**src/rtl/eca_pkg.sv**
```systemverilog
// eca_pkg
//   Types and constants shared by the cellular-automaton rule engine:
//     - eca_state_e : control FSM states (IDLE / RUN / DONE)
//     - eca_rule_w  : truth-table width for a given neighbourhood radius
//     - RULE_*      : named 3-cell rule words (radius 1)
package eca_pkg;

  typedef enum logic [1:0] {
    IDLE = 2'd0,
    RUN  = 2'd1,
    DONE = 2'd2
  } eca_state_e;

  // A neighbourhood of 2*radius+1 cells addresses a 2**(2*radius+1) entry table.
  function automatic int eca_rule_w(input int radius);
    return 1 << (2 * radius + 1);
  endfunction

  localparam logic [7:0] RULE_90       = 8'h5A;
  localparam logic [7:0] RULE_IDENTITY = 8'hCC;
  localparam logic [7:0] RULE_ZERO     = 8'h00;

endpackage

```
**src/rtl/eca_next_gen.sv**
```systemverilog
// eca_next_gen
//   Purely combinational one-generation step of a 1-D cellular automaton.
//   Cell i looks up rule[idx] with idx = {c[i+RADIUS], ..., c[i], ..., c[i-RADIUS]},
//   i.e. the higher cell index forms the index MSB.
//   Ports:
//     state_i     : current cell vector
//     rule_i      : truth table (RULE_W bits)
//     wrap_mode_i : 1 = toroidal edges, 0 = cells beyond the edge read as 0
//     next_o      : next-generation cell vector
module eca_next_gen
  import eca_pkg::*;
#(
  parameter int N_CELLS = 16,
  parameter int RADIUS  = 1
) (
  input  logic [N_CELLS-1:0]            state_i,
  input  logic [eca_rule_w(RADIUS)-1:0] rule_i,
  input  logic                          wrap_mode_i,
  output logic [N_CELLS-1:0]            next_o
);

  localparam int NB_W = 2 * RADIUS + 1;

  // Per-cell neighbourhood index.
  logic [NB_W-1:0] idx_w [N_CELLS];

  genvar gi, gk;
  generate
    for (gi = 0; gi < N_CELLS; gi++) begin : g_cell
      for (gk = 0; gk < NB_W; gk++) begin : g_nb
        // Bit gk of the index is cell gi+gk-RADIUS, so gk = NB_W-1 is the highest cell.
        localparam int J = gi + gk - RADIUS;
        if (J >= 0 && J < N_CELLS) begin : g_in
          assign idx_w[gi][gk] = state_i[J];
        end else begin : g_edge
          // N_CELLS >= NB_W keeps J within (-N_CELLS, 2*N_CELLS), so one fold suffices.
          localparam int JW = (J + N_CELLS) % N_CELLS;
          assign idx_w[gi][gk] = wrap_mode_i & state_i[JW];
        end
      end
      assign next_o[gi] = rule_i[idx_w[gi]];
    end
  endgenerate

endmodule

```
**src/rtl/eca_rule_engine.sv**
```systemverilog
// eca_rule_engine
//   Programmable 1-D cellular-automaton engine. Holds a rule word and an
//   N_CELLS state register, and on request advances the state one generation
//   per clock for steps_in generations, then pulses done.
//   Optional feature macro: ECA_FIXED_POINT_EN -- adds output fixed_point and
//   ends a run early on the first generation that leaves the state unchanged.
//   Ports:
//     clk, rst             : clock, synchronous active-high reset
//     rule_in / rule_wr    : rule write (IDLE only)
//     seed_in / seed_valid / seed_ready : seed handshake (accepted in IDLE)
//     wrap_mode            : edge behaviour, used every RUN cycle
//     steps_in / start     : run request (IDLE only)
//     busy, done           : RUN indicator, one-cycle end-of-run pulse
//     state_out            : cell register
//     step_count           : generations completed in current/last run
//     fixed_point          : (ECA_FIXED_POINT_EN) last run stopped on a fixed point
module eca_rule_engine
  import eca_pkg::*;
#(
  parameter int N_CELLS = 16,
  parameter int RADIUS  = 1,
  parameter int CNT_W   = 16,
  parameter logic [eca_rule_w(RADIUS)-1:0] DEFAULT_RULE = RULE_90
) (
  input  logic                          clk,
  input  logic                          rst,
  input  logic [eca_rule_w(RADIUS)-1:0] rule_in,
  input  logic                          rule_wr,
  input  logic [N_CELLS-1:0]            seed_in,
  input  logic                          seed_valid,
  output logic                          seed_ready,
  input  logic                          wrap_mode,
  input  logic [CNT_W-1:0]              steps_in,
  input  logic                          start,
  output logic                          busy,
  output logic                          done,
  output logic [N_CELLS-1:0]            state_out,
  output logic [CNT_W-1:0]              step_count
`ifdef ECA_FIXED_POINT_EN
  ,
  output logic                          fixed_point
`endif
);

  localparam int RULE_W = eca_rule_w(RADIUS);

  eca_state_e          fsm_q;
  logic [N_CELLS-1:0]  state_q;
  logic [RULE_W-1:0]   rule_q;
  logic [CNT_W-1:0]    step_q;
  logic [CNT_W-1:0]    rem_q;
  logic                busy_q;
  logic                done_q;
  logic                ready_q;
  logic [N_CELLS-1:0]  next_d;
  logic                fp_hit;

  eca_next_gen #(
    .N_CELLS (N_CELLS),
    .RADIUS  (RADIUS)
  ) u_next_gen (
    .state_i     (state_q),
    .rule_i      (rule_q),
    .wrap_mode_i (wrap_mode),
    .next_o      (next_d)
  );

`ifdef ECA_FIXED_POINT_EN
  logic fp_q;
  assign fp_hit      = (next_d == state_q);
  assign fixed_point = fp_q;
`else
  assign fp_hit = 1'b0;
`endif

  // Control FSM; busy/done/seed_ready are registered alongside the state so
  // they always reflect the state being entered.
  always_ff @(posedge clk) begin
    if (rst) begin
      fsm_q   <= IDLE;
      state_q <= '0;
      rule_q  <= DEFAULT_RULE;
      step_q  <= '0;
      rem_q   <= '0;
      busy_q  <= 1'b0;
      done_q  <= 1'b0;
      ready_q <= 1'b1;
`ifdef ECA_FIXED_POINT_EN
      fp_q    <= 1'b0;
`endif
    end else begin
      case (fsm_q)
        IDLE: begin
          // Seed, rule and start may coincide; the first RUN cycle then
          // already sees the new seed and rule.
          if (seed_valid) state_q <= seed_in;
          if (rule_wr)    rule_q  <= rule_in;
          if (start) begin
            step_q  <= '0;
            rem_q   <= steps_in;
            ready_q <= 1'b0;
`ifdef ECA_FIXED_POINT_EN
            fp_q    <= 1'b0;
`endif
            if (steps_in == '0) begin
              fsm_q  <= DONE;
              done_q <= 1'b1;
            end else begin
              fsm_q  <= RUN;
              busy_q <= 1'b1;
            end
          end
        end

        RUN: begin
          state_q <= next_d;
          step_q  <= step_q + CNT_W'(1);
          rem_q   <= rem_q - CNT_W'(1);
          if (rem_q == CNT_W'(1) || fp_hit) begin
            fsm_q  <= DONE;
            busy_q <= 1'b0;
            done_q <= 1'b1;
`ifdef ECA_FIXED_POINT_EN
            fp_q   <= fp_hit;
`endif
          end
        end

        DONE: begin
          fsm_q   <= IDLE;
          done_q  <= 1'b0;
          ready_q <= 1'b1;
        end

        default: begin
          fsm_q   <= IDLE;
          busy_q  <= 1'b0;
          done_q  <= 1'b0;
          ready_q <= 1'b1;
        end
      endcase
    end
  end

  assign seed_ready = ready_q;
  assign busy       = busy_q;
  assign done       = done_q;
  assign state_out  = state_q;
  assign step_count = step_q;

endmodule

```
**config.mk**
```make
export PLATFORM = sky130hd
export DESIGN_NAME = eca_rule_engine
export DESIGN_NICKNAME = d
export VERILOG_FILES = /design/src/rtl/eca_pkg.sv /design/src/rtl/eca_next_gen.sv /design/src/rtl/eca_rule_engine.sv
export SDC_FILE = /design/constraint.sdc
export NUM_CORES = 1
export LEC_CHECK = 0
export CAP_MARGIN = 15
export CORE_AREA = 2 2 83 85
export CTS_BUF_LIST = sky130_fd_sc_hd__clkbuf_8
export DETAILED_ROUTE_END_ITERATION = 8
export DIE_AREA = 0 0 85 87
export DONT_BUFFER_PORTS = 1
export PLACE_DENSITY = 0.77
export SYNTH_ARGS = -nofsm -noshare
export SYNTH_HDL_FRONTEND = slang
export SYNTH_SLANG_ARGS = --single-unit
```
**constraint.sdc**
```tcl
create_clock -name clk -period 3.2 [get_ports clk]
set_input_delay 0.64 -clock clk [delete_from_list [all_inputs] [get_ports clk]]
set_output_delay 0.64 -clock clk [all_outputs]
set_load 0.05 [all_outputs]
```
==> run_results.csv, run 1 <==
group,metric,value,unit
global_route,grt_usage,0.290,
sta,grt_setup_unrepaired,"false",
pwr,p_sw_frac,0.365,
drt,drt_iter0_drc,382,
pwr,p_seq_frac,0.441,
pwr,vdd_drop_max,0.467,mV
synth,synth_top_cell_by_area,"dfxtp_1",
run,cap_violations,0,
place,place_congestion,0.841,
pwr,power_frac_comb,0.230,
run_status,status,"complete, no violations",
pwr,p_leak,1.42,nW
floorplanning,dieHeight,87,µm
clocking,cts_tree,"built",
cells_and_area,multiInputGateArea,0.00251,mm²
sta,finalSetupTns,0,ns
global_route,antenna_found_initial,0,
pwr,clkPwrFrac,0.329,
drt,dr.pass1.iters,5,
global_route,grt_pass1_wl,17000,µm
synth,ys_seq_area_frac,0.306,
synth,synth_area_per_cell,8.38,µm²
global_route,grt_pass1_vias,3375,
sta,setup_violations,0,
clocking,hold_buffers,0,
clocking,cts.sinks,61,
floorplanning,io_pins,81,
synth,ys_warn_count,0,
cells_and_area,nFillCells,544,
drt,totalWireLength,10800,µm
sta,fmax,442,MHz
setup_path,reg2reg_from,"rem_q[1]",
clocking,ctsLongestPathBuffers,2,
floorplanning,die_w,85,µm
drt,via_per_inst,7.02,
cells_and_area,layout.area.seq,0.00122,mm²
place,port_buffers,0,
pwr,power,0.00242,W
floorplanning,num_rows,30,
floorplanning,core,0.00657,mm²
sta,finalHoldViolCount,0,
global_route,grt_max_degree,43,
synth,synth_enable_flop_cells,0,
synth,mappedNetlistNets,525,
setup_path,reg2reg_depth,6,
global_route,overflow,0,
clocking,root_buffer,"clkbuf_8",
synth,syn_area,0.00399,mm²
drt,drc,0,
floorplanning,initial_core_util,0.607,
global_route,met1_usage,0.415,
drt,wl_per_cell,20.3,µm
drt,antenna_left,0,
pwr,p_per_area,572,mW/mm²
setup_path,r2r_end,"rem_q[14]",
sta,skew,0.0156,ns
clocking,postCtsSetupBuffers,0,
setup_path,critPathLaunchType,"register",
sta,tightestPinTransition,0.862,ns
synth,synth_cells,476,
place,place_ws,0.959,ns
setup_path,crit_path_start,"rem_q[1]",
place,dp_cells,519,
sta,setup_slack,0.940,ns
setup_path,crit_required,3.46,ns
sta,report.final.slew_viol_count,0,
sta,period_share,0.706,
global_route,gr-usage-met2,0.435,
cells_and_area,final_common_cell,"dfxtp_1",
sta,slew_headroom,0.425,
cells_and_area,diodes,0,
synth,synth.distinct_cells,59,
cells_and_area,layout.cells.non_filler,535,
setup_path,worstSetupEndpointType,"register",
clocking,insertion_delay,0.36,ns
clocking,cts_buffers,9,
setup_path,reg2reg_slack,0.94,ns
drt,vias,3758,
floorplanning,die_area,0.00740,mm²
synth,async_flop_share,0,
sta,fin_crit,2.26,ns
clocking,clkTransAtPathRegs,0.09,ns
clocking,htree_levels,3,
place,dp.final_hpwl,7040,µm
clocking,post_cts_resized,0,
pwr,p_switching,0.000884,W
synth,synth_top_area_share,0.306,
cells_and_area,area_growth,6.12,%
setup_path,path_max_fanout,8,
cells_and_area,layout-drive-gt1-share,0.132,
setup_path,criticalPathCategory,"register to register",
cells_and_area,nNetsFinal,499,
setup_path,worstPathArrival,2.52,ns
synth,ys_top_cells_by_area,"dfxtp_1 31%, mux4_2 13%, clkbuf_1 4.3%, nand2_1 4.2%, a21oi_1 2.9%",
setup_path,crit_path_end,"rem_q[14]",
global_route,met3_usage,0.0720,
global_route,grt_busiest_layer,"met2",
worst_hold_path,hold_path.class,"input pin to register",
synth,synth_seq_cells,61,
synth,ys.flop_type,"dfxtp_1",
pwr,intPower,0.00154,W
cells_and_area,mostFrequentLayoutCells,"61 x dfxtp_1, 45 x nand2_1, 30 x nor2_1",
==> critical path, cell delays in order (launching register included) <==
cell      delay [ns]
dfxtp_1         0.32
inv_1           0.10
ha_1            0.21
or3b_1          0.49
or3_1           0.40
or4_1           0.40
a311oi_1        0.25
==> per-layer routing <==
metal | part of all wire | wire length [µm]
met1 | 0.43 | 4650
met2 | 0.45 | 4930
met3 | 0.10 | 1140
met4 | 0.012 | 129
met5 | 0 | 0
==> synth_stat cells (all sizes together), types with 5 or more instances <==
library cell  instances
nor2b                 7
a22oi                11
xor2                  7
o2111ai               7
nand2b               15
or3                   8
a31oi                 6
mux4                 23
o21ai                23
o22ai                 5
or4                  10
a211oi                6
and3                  5
nor4                  9
nand4                10
a21oi                23
nor2                 30
dfxtp                61
o211ai               11
clkbuf               46
buf                   7
nand2                45
o31ai                 5
nor3                 11
mux2i                 5
inv                  15
nand3                14
==> worst min-delay path by stage <==
stage	depth (start not counted)	endpoint	slack [ns]	from
finish	1	step_count[1]	0.35	rst
global route	1	step_count[1]	0.34	rst
CTS	1	step_count[6]	0.35	rst
detailed placement	2	rem_q[11]	0.48	rem_q[11]
global placement	2	rem_q[11]	0.47	rem_q[11]
floorplan	1	rem_q[15]	0.45	rem_q[15]
==> per-stage QoR <==
| step | util | hold WS [ns] | area, µm² |
|---|---|---|---|
| 2_1_floorplan | - | 0.446 | 3990 |
| 3_3_place_gp | 0.610 | 0.474 | 4010 |
| 3_5_place_dp | 0.610 | 0.483 | 4010 |
| 4_1_cts | 0.644 | 0.349 | 4230 |
| 5_1_grt | 0.644 | 0.341 | 4230 |
| 6_report | 0.644 | 0.351 | 4230 |
==> sequential cells by signal, summed over array words and instances (netlist names) <==
register    count
state_out      16
fsm_q           2
done            1
rule_q          8
seed_ready      1
step_count     16
busy            1
rem_q          16
==> power groups by stage <==
| stage | logic [W] | registers [W] | clock network, W |
|---|---|---|---|
| 3_3_place_gp | 0.000530 | 0.00107 | 0 |
| 4_1_cts | 0.000552 | 0.00106 | 0.000794 |
| 2_1_floorplan | 0.000493 | 0.00102 | 0 |
| 3_5_place_dp | 0.000547 | 0.00108 | 0 |
| 5_1_grt | 0.000606 | 0.00108 | 0.000825 |
| 6_report | 0.000557 | 0.00107 | 0.000796 |
==> cell families after synthesis <==
group | Yosys count | synth area share
compound gates | 130 | 0.225
xor+xnor | 9 | 0.0198
fa+ha+maj | 3 | 0.00941
buf+inv | 68 | 0.0643
flops | 61 | 0.306
mux | 29 | 0.145
simple gates | 176 | 0.230
==> area by class of cell <==
class | count | area share
repair buffers | 16 | 0.0284
clock inverters | 7 | 0.0236
clock buffers | 9 | 0.0293
inverters | 15 | 0.0133
flip-flops and latches | 61 | 0.289
well taps | 80 | 0.0236
multi-input cells | 347 | 0.593
(Power assumes the default switching activity.)
==> inputs of run 2 (changes only) <==
--- a/config.mk
+++ b/config.mk
@@ -6,10 +6,10 @@
 export NUM_CORES = 1
 export LEC_CHECK = 0
 export CAP_MARGIN = 15
-export CORE_AREA = 2 2 83 85
+export CORE_AREA = 2 2 85 87
 export CTS_BUF_LIST = sky130_fd_sc_hd__clkbuf_8
 export DETAILED_ROUTE_END_ITERATION = 8
-export DIE_AREA = 0 0 85 87
+export DIE_AREA = 0 0 87 89
 export DONT_BUFFER_PORTS = 1
 export PLACE_DENSITY = 0.77
 export SYNTH_ARGS = -nofsm -noshare
==> constraint.sdc (replaced) <==
create_clock -name clk -period 1.95 [get_ports clk]
set_input_delay 0.39 -clock clk [delete_from_list [all_inputs] [get_ports clk]]
set_output_delay 0.39 -clock clk [all_outputs]
set_load 0.05 [all_outputs]
==> run 2 against run 1 <==
The run now ends with setup timing left. Critical path depth shrank 2. Via count up 6.7%. Clock power is 46% higher. Die area rose by 4.7%. Sequential power up 50%. Largest cell class unchanged. Largest power group unchanged.
==> run_results.csv, run 2 (synthesis results as in run 1) <==
group,metric,value,unit
drt,wl_per_cell,19.9,µm
global_route,grt_usage,0.298,
run_status,status,"finished with violations",
global_route,grt_pass1_vias,3705,
setup_path,worstPathArrival,2.24,ns
setup_path,cp_top_family,"simple AND/OR/NAND/NOR gates",
place,port_buffers,0,
cells_and_area,diodes,0,
drt,via_per_inst,6.91,
worst_hold_path,hold_path_depth,1,
sta,tightestPinTransition,1.08,ns
clocking,cts.sinks,61,
sta,fin_crit,1.98,ns
place,dp.final_hpwl,7980,µm
setup_path,r2r_end,"rem_q[14]",
floorplanning,dieHeight,89,µm
clocking,cts_tree,"built",
global_route,overflow,0,
setup_path,reg2reg_from,"rem_q[4]",
setup_path,worstSetupEndpointType,"register",
place,place_ws,-0.130,ns
cells_and_area,layout-drive-gt1-share,0.238,
setup_path,cp_cell_sequence,"or4_4 > or3_4 > or4_1 > a311oi_1",
pwr,p_leak,1.65,nW
place,postPlaceCellArea,0.00438,mm²
cells_and_area,final_common_cell,"buf_4",
cells_and_area,stdcell_area,0.00462,mm²
sta,finalHoldViolCount,0,
clocking,insertion_delay,0.35,ns
clocking,htree_levels,3,
drt,totalWireLength,11500,µm
place,place_congestion,0.906,
cells_and_area,area_growth,15.7,%
cells_and_area,nNetsFinal,545,
pwr,p_per_area,868,mW/mm²
sta,slew_headroom,0.280,
setup_path,crit_path_start,"rem_q[4]",
setup_path,cpMaxStageDelayCell,"or4_4",
global_route,antenna_found_initial,0,
run_status,violations,"setup timing",
sta,skew,0.00763,ns
worst_hold_path,hold_path.class,"input pin to register",
clocking,cts_buffers,9,
floorplanning,core,0.00672,mm²
floorplanning,io_pins,81,
pwr,vdd_drop_max,0.395,mV
sta,setup_violations,1,
drt,antenna_left,0,
floorplanning,die_w,87,µm
sta,setup_slack,-0.0318,ns
setup_path,path_max_fanout,5,
sta,hold_ws,0.102,ns
sta,fmax,505,MHz
floorplanning,initial_core_util,0.594,
floorplanning,num_rows,30,
drt,dr.pass1.iters,7,
sta,grt_setup_unrepaired,"true",
setup_path,crit_required,2.21,ns
clocking,ctsLongestPathBuffers,2,
floorplanning,die_area,0.00774,mm²
cells_and_area,mostFrequentLayoutCells,"61 x buf_4, 58 x dfxtp_1, 44 x nand2_1, 30 x nor2_1",
cells_and_area,postLayoutCoreUtil,0.687,
run,cap_violations,0,
global_route,grt_pass1_wl,18000,µm
setup_path,path_buf_inv,0,
drt,drt_iter0_drc,278,
setup_path,slowest_delay,0.58,ns
setup_path,criticalPathCategory,"register to register",
drt,vias,4010,
sta,report.final.slew_viol_count,0,
sta,period_share,1.02,
clocking,root_buffer,"clkbuf_8",
setup_path,critPathLaunchType,"register",
setup_path,critical_path_cell_count,4,
setup_path,crit_path_end,"rem_q[14]",
clocking,clkTransAtPathRegs,0.08,ns
setup_path,reg2reg_slack,-0.03,ns
global_route,grt_max_degree,43,
drt,drc,0,
setup_path,reg2reg_depth,4,
[run 2: cell count changes in the layout (fill, tap and decap cells not counted), moves of 3 or more]
cell	before	now
clkinvlp_4	0	3
clkinv_4	4	1
or4_1	10	7
dfxtp_2	0	3
buf_4	16	61
or4_4	0	3
dfxtp_1	61	58
[run 2: power by group]
part / switching, W / internal (W)
clock: 0.000539 / 0.000620
combinational: 0.000689 / 0.000563
sequential: 0.000229 / 0.00137
[run 2: worst min-delay path by stage]
stage | startpoint | slack, ns | endpoint
final | rst | 0.10 | rem_q[1]
after global routing | rst | 0.09 | rule_q[5]
after CTS | rst | 0.1 | fsm_q[0]
after detailed placement | rst | 0.47 | fsm_q[0]
after global placement | rst | 0.46 | rule_q[2]
after floorplan | rem_q[15] | 0.45 | rem_q[15]
[run 2: per-stage QoR]
stage | total power, W | setup TNS (ns) | std cells
5_1_grt | 0.00421 | -0.172 | 580
3_5_place_dp | 0.00282 | -0.218 | 565
4_1_cts | 0.00398 | -0.0151 | 580
3_3_place_gp | 0.00278 | -0.0823 | 565
2_1_floorplan | 0.00249 | -0.0790 | 476
6_report | 0.00401 | -0.0318 | 580
[run 2: worst register-to-register path, cell delays in order (launching register included)]
cell	delay (ns)
dfxtp_1	0.31
or4_4	0.58
or3_4	0.39
or4_1	0.40
a311oi_1	0.21
[run 2: layer usage]
| layer | track usage | vias up | routed length, µm |
|---|---|---|---|
| li1 | - | 1853 | - |
| met1 | 0.408 | 1943 | 4720 |
| met2 | 0.470 | 191 | 5520 |
| met3 | 0.0600 | 23 | 1030 |
| met4 | 0.114 | 0 | 257 |
| met5 | 0 | - | 0 |
[run 2: area by class of cell]
class / instances / area [µm²]
Inverter: 15 / 56.3
Sequential cell: 61 / 1220
Multi-Input combinational cell: 347 / 2560
Clock inverter: 5 / 61.3
Tap cell: 80 / 100
Clock buffer: 10 / 138
Fill cell: 551 / 2100
Timing Repair Buffer: 62 / 478
[run 2: timing repair]
action | 4_1_cts | 5_1_grt
setup buffers | 0 | 0
gates resized for setup | 2 | 8
hold buffers | 0 | 0
endpoints found under the setup margin | 3 | 7
pin swaps | 1 | 1
==> RTL change, RTL diff (config.mk and constraints of run 2) <==
The 3 states of `eca_state_e` get a one-hot encoding in 3 bits.
--- a/src/rtl/eca_pkg.sv
+++ b/src/rtl/eca_pkg.sv
@@ -7,6 +7,6 @@
 
-  typedef enum logic [1:0] {
-    IDLE = 2'd0,
-    RUN  = 2'd1,
-    DONE = 2'd2
+  typedef enum logic [2:0] {
+    IDLE = 3'b001,
+    RUN  = 3'b010,
+    DONE = 3'b100
   } eca_state_e;
Behaviour: no difference found for any inputs over 4 cycles, from zero or initial values and one cycle with rst high; so few cycles prove little.
==> RTL change against run 2 <==
- worst setup slack better by 0.11 ns
- routed wire length down 15%
- synthesized area is 1.3% higher
- final area down 1.6%
- first-iteration DRC count is 2.9% lower
- utilization down 1.1 points
- count of clock-buffer cells in the layout grew 1
- global-route usage is 4.2 points lower
- sequential cell count rose by 1
- total power is 3.9% lower
- critical path type unchanged
- critical endpoint unchanged
- largest cell class unchanged
- largest power group unchanged
==> RTL change: results (changes against run 2) <==
| Metric | Value |
|---|---|
| Critical path launch point | `rem_q[9]` |
| CTS Root Cell | `clkbuf_8` |
| Most instantiated cells after synthesis | `dfxtp_1 (62), nand2_1 (38), clkbuf_1 (33), nor2_1 (33), a211oi_1 (31)` |
| GR Util met1 | `0.3513 (-0.05644)` |
| Peak supply drop | `0.0005484 V (+39%)` |
| DP HPWL | `6.747 mm (-15%)` |
| Post-placement cell count | `522 (-7.6%)` |
| GRT Total Usage | `0.2563 (-0.04213)` |
| Leak | `1.671 nW (+1.5%)` |
| R2R depth | `5 (+1)` |
| Placed cell areas | `4309 um^2 (-1.6%)` |
| Combinational share of power | `0.284 (-0.029)` |
| GP Congestion | `0.9024 (-0.44%)` |
| Synth Net Count | `490 (-6.7%)` |
| Length of routed met2 wiring | `4.451 mm (-19%)` |
| Dpl ws | `0.05416 ns (+0.1843 ns)` |
| Pin count of the biggest net entering global routing | `51 (+19%)` |
| FF-to-FF Start | `rem_q[9]` |
| Global-route wire length before repair | `15.66 mm (-13%)` |
| FF-to-FF setup slack | `0.07 ns (+0.11 ns)` |
| # nets final | `504 (-7.5%)` |
| Clk_skew | `0.009815 ns (+0.002184 ns)` |
| Via/cell ratio | `6.561 (-5.1%)` |
| Vias in the first global route | `3223 (-13%)` |
| Met1 WL | `4.290 mm (-9.1%)` |
| Final Power | `3.852 mW (-3.9%)` |
| First-pass detailed-route iteration total | `4 (-3)` |
| Min Tclk post-route | `1.875 ns (-0.1066 ns)` |
| Met3 Resource Use GR | `0.06741 (+0.007387)` |
| Status | `completed` |
| Crit-path max FO | `4 (-1)` |
| Share of layout cells above drive strength 1 | `0.2587 (+0.02070)` |
| Cell count after synthesis | `441 (-7.4%)` |
| Global Route met2 Usage | `0.3921 (-0.07772)` |
| Routed wire per std cell | `18.11 um (-8.8%)` |
| H-tree depth | `3 (unchanged)` |
| Data arrival, critical path | `2.12 ns (-0.12 ns)` |
| Largest cells by area after synthesis | `dfxtp_1 (31%), mux4_2 (17%), a211oi_1 (5.8%), mux2i_1 (4.2%), nand2_1 (3.5%)` |
| Register area share after synthesis | `0.3071 (+0.0009727)` |
| Starting DRC count in detailed routing | `270 (-2.9%)` |
| Met3 WL | `858 um (-17%)` |
| Netlist cell types | `58 (-1.7%)` |
| Setup CP Type | `reg -> reg` |
| DR vias | `3543 (-12%)` |
| Int Power | `2.572 mW (+0.84%)` |
| Seq. pwr | `1.61 mW` |
| Slew headroom | `0.5916 (+0.3115)` |
## RTL change: changes by cell type in the layout (fill, tap and decap cells not counted), sizes merged, moves of 6 or more
cell / change
o211ai: -8
or4: -9
nor2b: +11
nand2b: -7
nand3: -6
inv: -6
a211oi: +26
o2111ai: -7
mux2i: +12
nand2: -7
o21ai: -8
a22oi: -8
buf: -12
mux4: +7
## RTL change: worst min-delay path by stage
| stage | startpoint | to | slack (ns) | cells after the start |
|---|---|---|---|---|
| after detailed placement | rst | state_out[0] | 0.46 | 1 |
| final | rst | rem_q[3] | 0.10 | 1 |
| after CTS | rst | rem_q[3] | 0.1 | 1 |
| after floorplan | rem_q[1] | rem_q[1] | 0.45 | 2 |
| after global placement | rem_q[1] | rem_q[1] | 0.46 | 2 |
| after global routing | rst | rem_q[7] | 0.09 | 1 |
## RTL change: cell families after synthesis
group | after synthesis | share of synthesized area
AO/OA/AOI/OAI | 102 | 0.1721
XOR/XNOR | 12 | 0.02601
multiplexers | 48 | 0.2121
buffers and inverters | 55 | 0.06378
adder cells (fa/ha/maj) | 3 | 0.009289
flip-flops | 62 | 0.3071
AND/OR/NAND/NOR | 159 | 0.2096
## RTL change: area by class of cell
class	instances	area, um^2
flip-flops and latches	62	1256
clock buffers	11	151.4
fillers	524	2175
repair buffers	50	375.4
clock inverters	5	48.80
inverters	8	30.03
multi-input cells	324	2582
well taps	80	100.1
## RTL change: repair_timing
item                                   CTS  global route
endpoints found under the hold margin    0             0
setup endpoints to repair                0            12
setup buffers                            0             2
resized for setup                        0             4
## RTL change: stage by stage
step / TNS [ns] / util
3_3_place_gp: 0 / 0.6413
6_report: 0 / 0.6764
3_5_place_dp: 0 / 0.6413
2_1_floorplan: -0.02575 / -
5_1_grt: -0.003935 / 0.6764
4_1_cts: 0 / 0.6711
